**config.mk**
```make
export PLATFORM = sky130hd
export DESIGN_NAME = alu_issue_stage_flat
export DESIGN_NICKNAME = d
export VERILOG_FILES = /design/src/rtl/alu_ops_pkg.sv /design/src/rtl/alu_issue_stage_if.sv /design/src/rtl/alu_op_decode.sv /design/src/rtl/alu_issue_stage.sv /design/src/flat_wrapper.sv
export SDC_FILE = /design/constraint.sdc
export NUM_CORES = 1
export LEC_CHECK = 0
export ABC_CLOCK_PERIOD_IN_PS = 2400
export BUFFER_PORTS_ARGS = -buffer_cell sky130_fd_sc_hd__buf_2
export CAP_MARGIN = 20
export CORE_MARGIN = 3
export CORE_UTILIZATION = 44
export CTS_BUF_LIST = sky130_fd_sc_hd__clkbuf_8
export CTS_CLUSTER_SIZE = 12
export DETAILED_ROUTE_END_ITERATION = 8
export GPL_TIMING_DRIVEN = 0
export PLACE_DENSITY = 0.78
export SLEW_MARGIN = 10
export SYNTH_ARGS = -nofsm -noshare
export SYNTH_HDL_FRONTEND = slang
export SYNTH_SLANG_ARGS = --single-unit
```
**constraint.sdc**
```tcl
create_clock -name clk -period 2.4 [get_ports clk]
set_clock_uncertainty 0.2 [all_clocks]
set_input_delay 0.12 -clock clk [delete_from_list [all_inputs] [get_ports clk]]
set_output_delay 0.12 -clock clk [all_outputs]
set_load 0.01 [all_outputs]
```
**src/rtl/alu_ops_pkg.sv**
```systemverilog
// Shared ALU operation codes, MIPS opcode/funct encodings and the helper that
// tells the hazard logic which register fields an operation actually reads.
package alu_ops_pkg;

  localparam logic [4:0] ALU_ADD  = 5'd0;
  localparam logic [4:0] ALU_ADDI = 5'd1;
  localparam logic [4:0] ALU_SUB  = 5'd2;
  localparam logic [4:0] ALU_MUL  = 5'd3;
  localparam logic [4:0] ALU_LW   = 5'd4;
  localparam logic [4:0] ALU_SW   = 5'd5;
  localparam logic [4:0] ALU_SB   = 5'd6;
  localparam logic [4:0] ALU_LH   = 5'd7;
  localparam logic [4:0] ALU_LB   = 5'd8;
  localparam logic [4:0] ALU_SH   = 5'd9;
  localparam logic [4:0] ALU_BGEZ = 5'd10;
  localparam logic [4:0] ALU_BEQ  = 5'd11;
  localparam logic [4:0] ALU_BNE  = 5'd12;
  localparam logic [4:0] ALU_BGTZ = 5'd13;
  localparam logic [4:0] ALU_BLEZ = 5'd14;
  localparam logic [4:0] ALU_BLTZ = 5'd15;
  localparam logic [4:0] ALU_J    = 5'd16;
  localparam logic [4:0] ALU_JR   = 5'd17;
  localparam logic [4:0] ALU_JAL  = 5'd18;
  localparam logic [4:0] ALU_AND  = 5'd19;
  localparam logic [4:0] ALU_ANDI = 5'd20;
  localparam logic [4:0] ALU_OR   = 5'd21;
  localparam logic [4:0] ALU_NOR  = 5'd22;
  localparam logic [4:0] ALU_XOR  = 5'd23;
  localparam logic [4:0] ALU_ORI  = 5'd24;
  localparam logic [4:0] ALU_XORI = 5'd25;
  localparam logic [4:0] ALU_SLL  = 5'd26;
  localparam logic [4:0] ALU_SRL  = 5'd27;
  localparam logic [4:0] ALU_SLT  = 5'd28;
  localparam logic [4:0] ALU_SLTI = 5'd29;

  localparam logic [5:0] OP_SPECIAL = 6'h00;
  localparam logic [5:0] OP_REGIMM  = 6'h01;
  localparam logic [5:0] OP_J       = 6'h02;
  localparam logic [5:0] OP_JAL     = 6'h03;
  localparam logic [5:0] OP_BEQ     = 6'h04;
  localparam logic [5:0] OP_BNE     = 6'h05;
  localparam logic [5:0] OP_BLEZ    = 6'h06;
  localparam logic [5:0] OP_BGTZ    = 6'h07;
  localparam logic [5:0] OP_ADDI    = 6'h08;
  localparam logic [5:0] OP_SLTI    = 6'h0A;
  localparam logic [5:0] OP_ANDI    = 6'h0C;
  localparam logic [5:0] OP_ORI     = 6'h0D;
  localparam logic [5:0] OP_XORI    = 6'h0E;
  localparam logic [5:0] OP_MUL     = 6'h1C;
  localparam logic [5:0] OP_LB      = 6'h20;
  localparam logic [5:0] OP_LH      = 6'h21;
  localparam logic [5:0] OP_LW      = 6'h23;
  localparam logic [5:0] OP_SB      = 6'h28;
  localparam logic [5:0] OP_SH      = 6'h29;
  localparam logic [5:0] OP_SW      = 6'h2B;

  localparam logic [5:0] F_SLL = 6'h00;
  localparam logic [5:0] F_SRL = 6'h02;
  localparam logic [5:0] F_MUL = 6'h02;
  localparam logic [5:0] F_JR  = 6'h08;
  localparam logic [5:0] F_ADD = 6'h20;
  localparam logic [5:0] F_SUB = 6'h22;
  localparam logic [5:0] F_AND = 6'h24;
  localparam logic [5:0] F_OR  = 6'h25;
  localparam logic [5:0] F_XOR = 6'h26;
  localparam logic [5:0] F_NOR = 6'h27;
  localparam logic [5:0] F_SLT = 6'h2A;

  // Returns {rs_read, rt_read} for a decoded operation.
  function automatic logic [1:0] src_usage(input logic [4:0] code);
    logic rs_read;
    logic rt_read;
    rs_read = !(code inside {ALU_J, ALU_JAL, ALU_SLL, ALU_SRL});
    rt_read = code inside {ALU_ADD, ALU_SUB, ALU_MUL, ALU_JR, ALU_AND, ALU_OR,
                           ALU_NOR, ALU_XOR, ALU_SLL, ALU_SRL, ALU_SLT,
                           ALU_SW, ALU_SB, ALU_SH, ALU_BEQ, ALU_BNE};
    return {rs_read, rt_read};
  endfunction

endpackage

```
**src/rtl/alu_issue_stage_if.sv**
```systemverilog
// IF/ID-to-ID/EX bundle: the master drives the instruction side and reads the
// stall and issued fields, the slave is the issue stage itself.
interface alu_issue_stage_if #(parameter int DATA_W = 32);
  logic              in_valid;
  logic [31:0]       instr;
  logic [DATA_W-1:0] rs_data;
  logic [DATA_W-1:0] rt_data;
  logic              hold_ex;
  logic              flush;
  logic              stall_out;
  logic              issue_valid;
  logic [4:0]        alu_control;
  logic [DATA_W-1:0] alu_a;
  logic [DATA_W-1:0] alu_b;
  logic [DATA_W-1:0] shamt;
  logic [4:0]        dest_reg;
  logic              reg_write;
  logic              mem_read;
  logic              mem_write;
  logic              illegal;

  modport master (
    output in_valid, instr, rs_data, rt_data, hold_ex, flush,
    input  stall_out, issue_valid, alu_control, alu_a, alu_b, shamt,
           dest_reg, reg_write, mem_read, mem_write, illegal
  );

  modport slave (
    input  in_valid, instr, rs_data, rt_data, hold_ex, flush,
    output stall_out, issue_valid, alu_control, alu_a, alu_b, shamt,
           dest_reg, reg_write, mem_read, mem_write, illegal
  );
endinterface

```
**src/rtl/alu_op_decode.sv**
```systemverilog
// Combinational MIPS decoder: ALU code, immediate, destination, memory flags
// and the register fields the instruction reads.
module alu_op_decode #(
  parameter int DATA_W      = 32,
  parameter int ZERO_IS_NOP = 1
) (
  input  logic [31:0]       instr,
  output logic [4:0]        alu_code,
  output logic [DATA_W-1:0] imm_ext,
  output logic              b_is_rt,
  output logic [4:0]        dest,
  output logic              reg_write,
  output logic              mem_read,
  output logic              mem_write,
  output logic              uses_rs,
  output logic              uses_rt,
  output logic              issue_ok,
  output logic              illegal
);
  import alu_ops_pkg::*;

  logic [5:0] op;
  logic [5:0] fn;
  logic [4:0] rt;
  logic [4:0] rd;
  logic known, rfmt, wr_rd, wr_rt, wr_ra, zext, is_load, is_store, is_cmp_br;
  logic is_nop;

  assign op = instr[31:26];
  assign fn = instr[5:0];
  assign rt = instr[20:16];
  assign rd = instr[15:11];

  // mul shares the register format of op-0 instructions: rd destination, rt operand.
  always_comb begin
    known     = 1'b1;
    rfmt      = 1'b0;
    wr_rt     = 1'b0;
    wr_ra     = 1'b0;
    zext      = 1'b0;
    is_load   = 1'b0;
    is_store  = 1'b0;
    is_cmp_br = 1'b0;
    alu_code  = ALU_ADD;
    case (op)
      OP_SPECIAL: begin
        rfmt = 1'b1;
        case (fn)
          F_ADD:   alu_code = ALU_ADD;
          F_SUB:   alu_code = ALU_SUB;
          F_JR:    alu_code = ALU_JR;
          F_AND:   alu_code = ALU_AND;
          F_OR:    alu_code = ALU_OR;
          F_NOR:   alu_code = ALU_NOR;
          F_XOR:   alu_code = ALU_XOR;
          F_SLL:   alu_code = ALU_SLL;
          F_SRL:   alu_code = ALU_SRL;
          F_SLT:   alu_code = ALU_SLT;
          default: known = 1'b0;
        endcase
      end
      OP_MUL: begin
        rfmt     = 1'b1;
        alu_code = ALU_MUL;
        known    = (fn == F_MUL);
      end
      OP_REGIMM: begin
        if (rt == 5'd1)      alu_code = ALU_BGEZ;
        else if (rt == 5'd0) alu_code = ALU_BLTZ;
        else                 known = 1'b0;
      end
      OP_ADDI: begin alu_code = ALU_ADDI; wr_rt = 1'b1; end
      OP_SLTI: begin alu_code = ALU_SLTI; wr_rt = 1'b1; end
      OP_ANDI: begin alu_code = ALU_ANDI; wr_rt = 1'b1; zext = 1'b1; end
      OP_ORI:  begin alu_code = ALU_ORI;  wr_rt = 1'b1; zext = 1'b1; end
      OP_XORI: begin alu_code = ALU_XORI; wr_rt = 1'b1; zext = 1'b1; end
      OP_LW:   begin alu_code = ALU_LW; wr_rt = 1'b1; is_load = 1'b1; end
      OP_LH:   begin alu_code = ALU_LH; wr_rt = 1'b1; is_load = 1'b1; end
      OP_LB:   begin alu_code = ALU_LB; wr_rt = 1'b1; is_load = 1'b1; end
      OP_SW:   begin alu_code = ALU_SW; is_store = 1'b1; end
      OP_SH:   begin alu_code = ALU_SH; is_store = 1'b1; end
      OP_SB:   begin alu_code = ALU_SB; is_store = 1'b1; end
      OP_BEQ:  begin alu_code = ALU_BEQ; is_cmp_br = 1'b1; end
      OP_BNE:  begin alu_code = ALU_BNE; is_cmp_br = 1'b1; end
      OP_BGTZ: alu_code = ALU_BGTZ;
      OP_BLEZ: alu_code = ALU_BLEZ;
      OP_J:    alu_code = ALU_J;
      OP_JAL:  begin alu_code = ALU_JAL; wr_ra = 1'b1; end
      default: known = 1'b0;
    endcase
  end

  assign wr_rd = rfmt & (alu_code != ALU_JR);

  always_comb begin
    dest = 5'd0;
    if (wr_rd)      dest = rd;
    else if (wr_rt) dest = rt;
    else if (wr_ra) dest = 5'd31;
  end

  assign reg_write = known & (wr_rd | wr_rt | wr_ra) & (dest != 5'd0);
  assign mem_read  = known & is_load;
  assign mem_write = known & is_store;
  assign b_is_rt   = rfmt | is_cmp_br;
  assign imm_ext   = zext ? {{(DATA_W-16){1'b0}}, instr[15:0]}
                          : {{(DATA_W-16){instr[15]}}, instr[15:0]};
  assign {uses_rs, uses_rt} = known ? src_usage(alu_code) : 2'b00;
  assign is_nop    = (ZERO_IS_NOP != 0) && (instr == 32'd0);
  assign issue_ok  = known & ~is_nop;
  assign illegal   = ~known;
endmodule

```
**src/rtl/alu_issue_stage.sv**
```systemverilog
// ID/EX issue stage: load-use hazard detection and the ID/EX pipeline register
// with flush > hold > hazard > load priority.
module alu_issue_stage #(
  parameter int DATA_W      = 32,
  parameter int ZERO_IS_NOP = 1
) (
  input logic              clk,
  input logic              rst_n,
  alu_issue_stage_if.slave bus
);
  typedef struct packed {
    logic              valid;
    logic [4:0]        code;
    logic [DATA_W-1:0] a;
    logic [DATA_W-1:0] b;
    logic [DATA_W-1:0] shamt;
    logic [4:0]        dest;
    logic              reg_write;
    logic              mem_read;
    logic              mem_write;
  } idex_t;

  idex_t idex_q, idex_d;
  logic  illegal_q;
  logic  hazard;

  logic [4:0]        dec_code;
  logic [DATA_W-1:0] dec_imm;
  logic [4:0]        dec_dest;
  logic dec_b_is_rt, dec_reg_write, dec_mem_read, dec_mem_write;
  logic dec_uses_rs, dec_uses_rt, dec_issue_ok, dec_illegal;

  alu_op_decode #(.DATA_W(DATA_W), .ZERO_IS_NOP(ZERO_IS_NOP)) u_decode (
    .instr     (bus.instr),
    .alu_code  (dec_code),
    .imm_ext   (dec_imm),
    .b_is_rt   (dec_b_is_rt),
    .dest      (dec_dest),
    .reg_write (dec_reg_write),
    .mem_read  (dec_mem_read),
    .mem_write (dec_mem_write),
    .uses_rs   (dec_uses_rs),
    .uses_rt   (dec_uses_rt),
    .issue_ok  (dec_issue_ok),
    .illegal   (dec_illegal)
  );

  // The bubble this inserts drops mem_read, so the stall can never exceed one cycle.
  assign hazard = idex_q.valid & idex_q.mem_read & (idex_q.dest != 5'd0) & bus.in_valid &
                  ((dec_uses_rs & (bus.instr[25:21] == idex_q.dest)) |
                   (dec_uses_rt & (bus.instr[20:16] == idex_q.dest)));

  assign bus.stall_out = hazard | bus.hold_ex;

  always_comb begin
    idex_d = '0;
    if (bus.in_valid & dec_issue_ok & ~hazard) begin
      idex_d.valid     = 1'b1;
      idex_d.code      = dec_code;
      idex_d.a         = bus.rs_data;
      idex_d.b         = dec_b_is_rt ? bus.rt_data : dec_imm;
      idex_d.shamt     = {{(DATA_W-5){1'b0}}, bus.instr[10:6]};
      idex_d.dest      = dec_dest;
      idex_d.reg_write = dec_reg_write;
      idex_d.mem_read  = dec_mem_read;
      idex_d.mem_write = dec_mem_write;
    end
  end

  always_ff @(posedge clk or negedge rst_n) begin
    if (!rst_n) begin
      idex_q    <= '0;
      illegal_q <= 1'b0;
    end else begin
      illegal_q <= bus.in_valid & dec_illegal & ~bus.flush & ~bus.hold_ex;
      if (bus.flush)
        idex_q <= '0;
      else if (!bus.hold_ex)
        idex_q <= idex_d;
    end
  end

  assign bus.issue_valid = idex_q.valid;
  assign bus.alu_control = idex_q.code;
  assign bus.alu_a       = idex_q.a;
  assign bus.alu_b       = idex_q.b;
  assign bus.shamt       = idex_q.shamt;
  assign bus.dest_reg    = idex_q.dest;
  assign bus.reg_write   = idex_q.reg_write;
  assign bus.mem_read    = idex_q.mem_read;
  assign bus.mem_write   = idex_q.mem_write;
  assign bus.illegal     = illegal_q;
endmodule

```
**src/flat_wrapper.sv**
```systemverilog
// flat-port wrapper written by rule: the top's interface ports become plain ports
module alu_issue_stage_flat 
#(
  parameter int DATA_W      = 32,
  parameter int ZERO_IS_NOP = 1
)
  (clk, rst_n, bus_in_valid, bus_instr, bus_rs_data, bus_rt_data, bus_hold_ex, bus_flush, bus_stall_out, bus_issue_valid, bus_alu_control, bus_alu_a, bus_alu_b, bus_shamt, bus_dest_reg, bus_reg_write, bus_mem_read, bus_mem_write, bus_illegal);
  alu_issue_stage_if #(.DATA_W(DATA_W)) bus_i ();
  input logic clk;
  input logic rst_n;
  input wire logic [$bits(bus_i.in_valid)-1:0] bus_in_valid;
  input wire logic [$bits(bus_i.instr)-1:0] bus_instr;
  input wire logic [$bits(bus_i.rs_data)-1:0] bus_rs_data;
  input wire logic [$bits(bus_i.rt_data)-1:0] bus_rt_data;
  input wire logic [$bits(bus_i.hold_ex)-1:0] bus_hold_ex;
  input wire logic [$bits(bus_i.flush)-1:0] bus_flush;
  output wire logic [$bits(bus_i.stall_out)-1:0] bus_stall_out;
  output wire logic [$bits(bus_i.issue_valid)-1:0] bus_issue_valid;
  output wire logic [$bits(bus_i.alu_control)-1:0] bus_alu_control;
  output wire logic [$bits(bus_i.alu_a)-1:0] bus_alu_a;
  output wire logic [$bits(bus_i.alu_b)-1:0] bus_alu_b;
  output wire logic [$bits(bus_i.shamt)-1:0] bus_shamt;
  output wire logic [$bits(bus_i.dest_reg)-1:0] bus_dest_reg;
  output wire logic [$bits(bus_i.reg_write)-1:0] bus_reg_write;
  output wire logic [$bits(bus_i.mem_read)-1:0] bus_mem_read;
  output wire logic [$bits(bus_i.mem_write)-1:0] bus_mem_write;
  output wire logic [$bits(bus_i.illegal)-1:0] bus_illegal;
  assign bus_i.in_valid = bus_in_valid;
  assign bus_i.instr = bus_instr;
  assign bus_i.rs_data = bus_rs_data;
  assign bus_i.rt_data = bus_rt_data;
  assign bus_i.hold_ex = bus_hold_ex;
  assign bus_i.flush = bus_flush;
  assign bus_stall_out = bus_i.stall_out;
  assign bus_issue_valid = bus_i.issue_valid;
  assign bus_alu_control = bus_i.alu_control;
  assign bus_alu_a = bus_i.alu_a;
  assign bus_alu_b = bus_i.alu_b;
  assign bus_shamt = bus_i.shamt;
  assign bus_dest_reg = bus_i.dest_reg;
  assign bus_reg_write = bus_i.reg_write;
  assign bus_mem_read = bus_i.mem_read;
  assign bus_mem_write = bus_i.mem_write;
  assign bus_illegal = bus_i.illegal;
  alu_issue_stage #(.DATA_W(DATA_W), .ZERO_IS_NOP(ZERO_IS_NOP)) u_core (.clk(clk), .rst_n(rst_n), .bus(bus_i));
endmodule
```
==> impl_metrics.json <==
{
  "cts.clk_slew.worst_paths_ns": 0.08,
  "antenna_found_initial": 0,
  "die_w_um": 109.8,
  "synth_top_area_share_pct": 44.32,
  "worstSetupStartpointType": "flip-flop",
  "routed_wl_um": 17700,
  "die-area_um2": 12060,
  "required_ns": 2.45,
  "synth_common_cells": "dfrtp_1 (84), a22o_1 (78), nor2_1 (35)",
  "drv_slew": 0,
  "die_height_um": 109.8,
  "drtPass1Iterations": 7,
  "min_path_type": "primary input to flip-flop",
  "wl_per_cell_um": 19.04,
  "violations": "setup timing",
  "via_per_inst": 5.638,
  "cp_data_arrival_time_ns": 2.78,
  "hold_viol": 0,
  "dp_hpwl_um": 11330,
  "setup_ws_ns": -0.3362,
  "core_area_um2": 10420,
  "maxCapViolations": 0,
  "synth-edff-count": 0,
  "synth_area_leaders": "dfrtp_1 (44%), a22o_1 (14%), buf_4 (4.3%)",
  "placed_cell_area_um2": 6015,
  "avgSynthCellArea_um2": 10.16,
  "fillers": 713,
  "p_leak_uw": 0.003832,
  "io_pins": 213,
  "rsz0062_at_grt": "true",
  "setup_viol": 80,
  "cp_slowest_cell": "dfrtp_2",
  "multi_input_area_um2": 2515,
  "netlist_instances": 467,
  "final_core_util_pct": 71.96,
  "root_buffer": "clkbuf_8",
  "seq_area_frac_synth_pct": 44.32,
  "worst_pin_slew_ns": 0.6083,
  "ctsLongestPathBuffers": 2,
  "regArea_um2": 2106,
  "track_usage_pct": 27.10,
  "cp_cell_sequence": "xor2_1, a211oi_1, nand4_1, a21o_1, a31o_2, and3_4, a31o_1, clkbuf_4, clkbuf_16, a22o_1",
  "drtIter0Drc": 546,
  "critical-path-max-stage-delay_ns": 0.45,
  "grt_pass1_wl_um": 25480,
  "yosysUniqueCellTypes": 66,
  "power-per-cell-area_nw_per_um2": 473.8,
  "ys_async_sr_fraction_pct": 100.0,
  "cts_tree": "done",
  "synth_ff_type": "dfrtp_1",
  "period_needed_ns": 2.736,
  "crit_buf_inv": 2,
  "final_cell_area_um2": 7496,
  "io_buffers": 182,
  "fmax_mhz": 365.5,
  "yosysMostFrequentCell": "dfrtp_1",
  "worstPathMaxFanout": 5,
  "numCtsBuffers": 9,
  "syn_area_um2": 4743,
  "synth_warnings": 0,
  "clk_latency_ns": 0.36,
  "drive_gt1_share_pct": 40.86,
  "cp_top_family": "compound AO/OA/AOI/OAI gates",
  "layout.nets": 890,
  "yosysTopAreaCell": "dfrtp_1",
  "start_util_pct": 45.54,
  "worst_setup_path_end_kind": "flip-flop",
  "path_class": "flip-flop to flip-flop",
  "fin_crit_sh_pct": 114.0,
  "ir_drop_v": 0.0003574,
  "rows": 37,
  "slew-limit-headroom_pct": 59.45,
  "grt_pass1_vias": 4929,
  "status": "complete, but fails checks",
  "route.detailed.drc": 0,
  "dr_total_vias": 5243,
  "gp_congestion": 0.8900,
  "grt_remaining_overflow": 0,
  "cts_sinks": 84,
  "synth_seq_cells": 84,
  "antenna_left": 0,
  "syn2layout_area_growth_pct": 58.03,
  "htree_levels": 3,
  "grt_max_degree": 57
}
[layout by cell type, fill, tap and decap left out, types with 4 or more instances in the layout]
| master | n |
|---|---|
| and3b_1 | 4 |
| nor3_1 | 7 |
| clkbuf_1 | 15 |
| dfrtp_1 | 81 |
| dlygate4sd3_1 | 81 |
| buf_4 | 49 |
| nand2_1 | 20 |
| nor2_1 | 34 |
| buf_2 | 185 |
| a22o_1 | 78 |
| a21oi_1 | 23 |
| buf_8 | 4 |
| nor4_1 | 5 |
| a221o_1 | 6 |
| inv_1 | 6 |
| xnor2_1 | 7 |
| conb_1 | 27 |
| mux2_2 | 14 |
| buf_6 | 8 |
| clkbuf_8 | 9 |
| nand2b_1 | 7 |
| xor2_1 | 6 |
| nor2b_1 | 4 |
| a21o_1 | 5 |
| o21ai_0 | 7 |
| nand3_1 | 4 |
| clkbuf_4 | 4 |
[final cells by class]
class / count / area share [%]
timing repair buffer: 285 / 26.24
antenna: 1 / 0.03338
clock inverter: 6 / 1.419
buffer: 69 / 6.543
sequential: 84 / 28.09
inverter: 4 / 0.2003
clock buffer: 9 / 1.652
multi-input combinational: 336 / 33.55
tap: 136 / 2.270
[worst register-to-register path: stages, from the launching register on]
cell	delay, ns
dfrtp_2	0.45
xor2_1	0.17
a211oi_1	0.27
nand4_1	0.18
a21o_1	0.19
a31o_2	0.21
and3_4	0.16
a31o_1	0.21
clkbuf_4	0.20
clkbuf_16	0.17
a22o_1	0.23
[worst paths after layout]
path                                           start                   endpoint  slack [ns]  depth (start not counted)
min reg2reg                u_core.bus.alu_control[0]  u_core.bus.alu_control[0]        0.30                          1
max reg2reg                   u_core.bus.dest_reg[4]        u_core.bus.shamt[3]       -0.34                         10
max in group asynchronous                      rst_n       u_core.bus.alu_a[13]        1.38                          3
max                           u_core.bus.dest_reg[4]        u_core.bus.shamt[3]       -0.34                         10
min in group asynchronous                      rst_n       u_core.bus.alu_b[19]        0.02                          2
min                                    bus_instr[14]       u_core.bus.alu_b[14]        0.01                          3
[through the flow]
step	instances	hold WS, ns	worst slack [ns]	power (uW)	setup TNS [ns]
after global routing	929	0.01908	-0.4045	3676	-28.99
after global placement	811	0.1434	-0.9285	2150	-53.89
after detailed placement	813	-0.1281	-0.7035	2172	-52.56
after floorplan	493	-0.3756	-0.2453	1900	-15.54
after CTS	915	0.001908	-0.2281	3464	-12.34
final	930	0.01006	-0.3362	3552	-23.08
[metal layers]
layer  wire [um]  up-vias  track usage, %
li1            -     2355               -
met1        6648     2468           34.32
met2        8632      358           45.19
met3        1743       62           6.400
met4         680        0           9.528
met5           0        -               0
[timing repair]
action / CTS / global route
hold buffers: 80 / 1
pin swaps: 6 / 21
setup buffers: 7 / 10
endpoints found under the hold margin: 158 / 1
endpoints found under the setup margin: 81 / 84
gates resized for setup: 23 / 42
gates cloned: 0 / 3
[logic make-up (layout without fill, tap and decap cells)]
logic type                count (synthesis)  count (layout)  synth area share, %
xor gates and xnor gates                 14              14                2.585
AOI/OAI and AO/OA                       164             164                27.04
and+or+nand+nor                         116             116                13.56
buffers and inverters                    73             373                8.889
other                                     1              28              0.07906
DFF                                      84              84                44.32
muxes                                    15              15                3.535
[power breakdown]
| group | leakage (uW) | switching, uW | internal [uW] |
|---|---|---|---|
| Clock | 0.000122 | 520 | 681 |
| Sequential | 0.00115 | 37.9 | 1470 |
| Combinational | 0.00256 | 425 | 417 |
| Total | 0.00383 | 983 | 2570 |
Power figures use the tool's default switching activity.
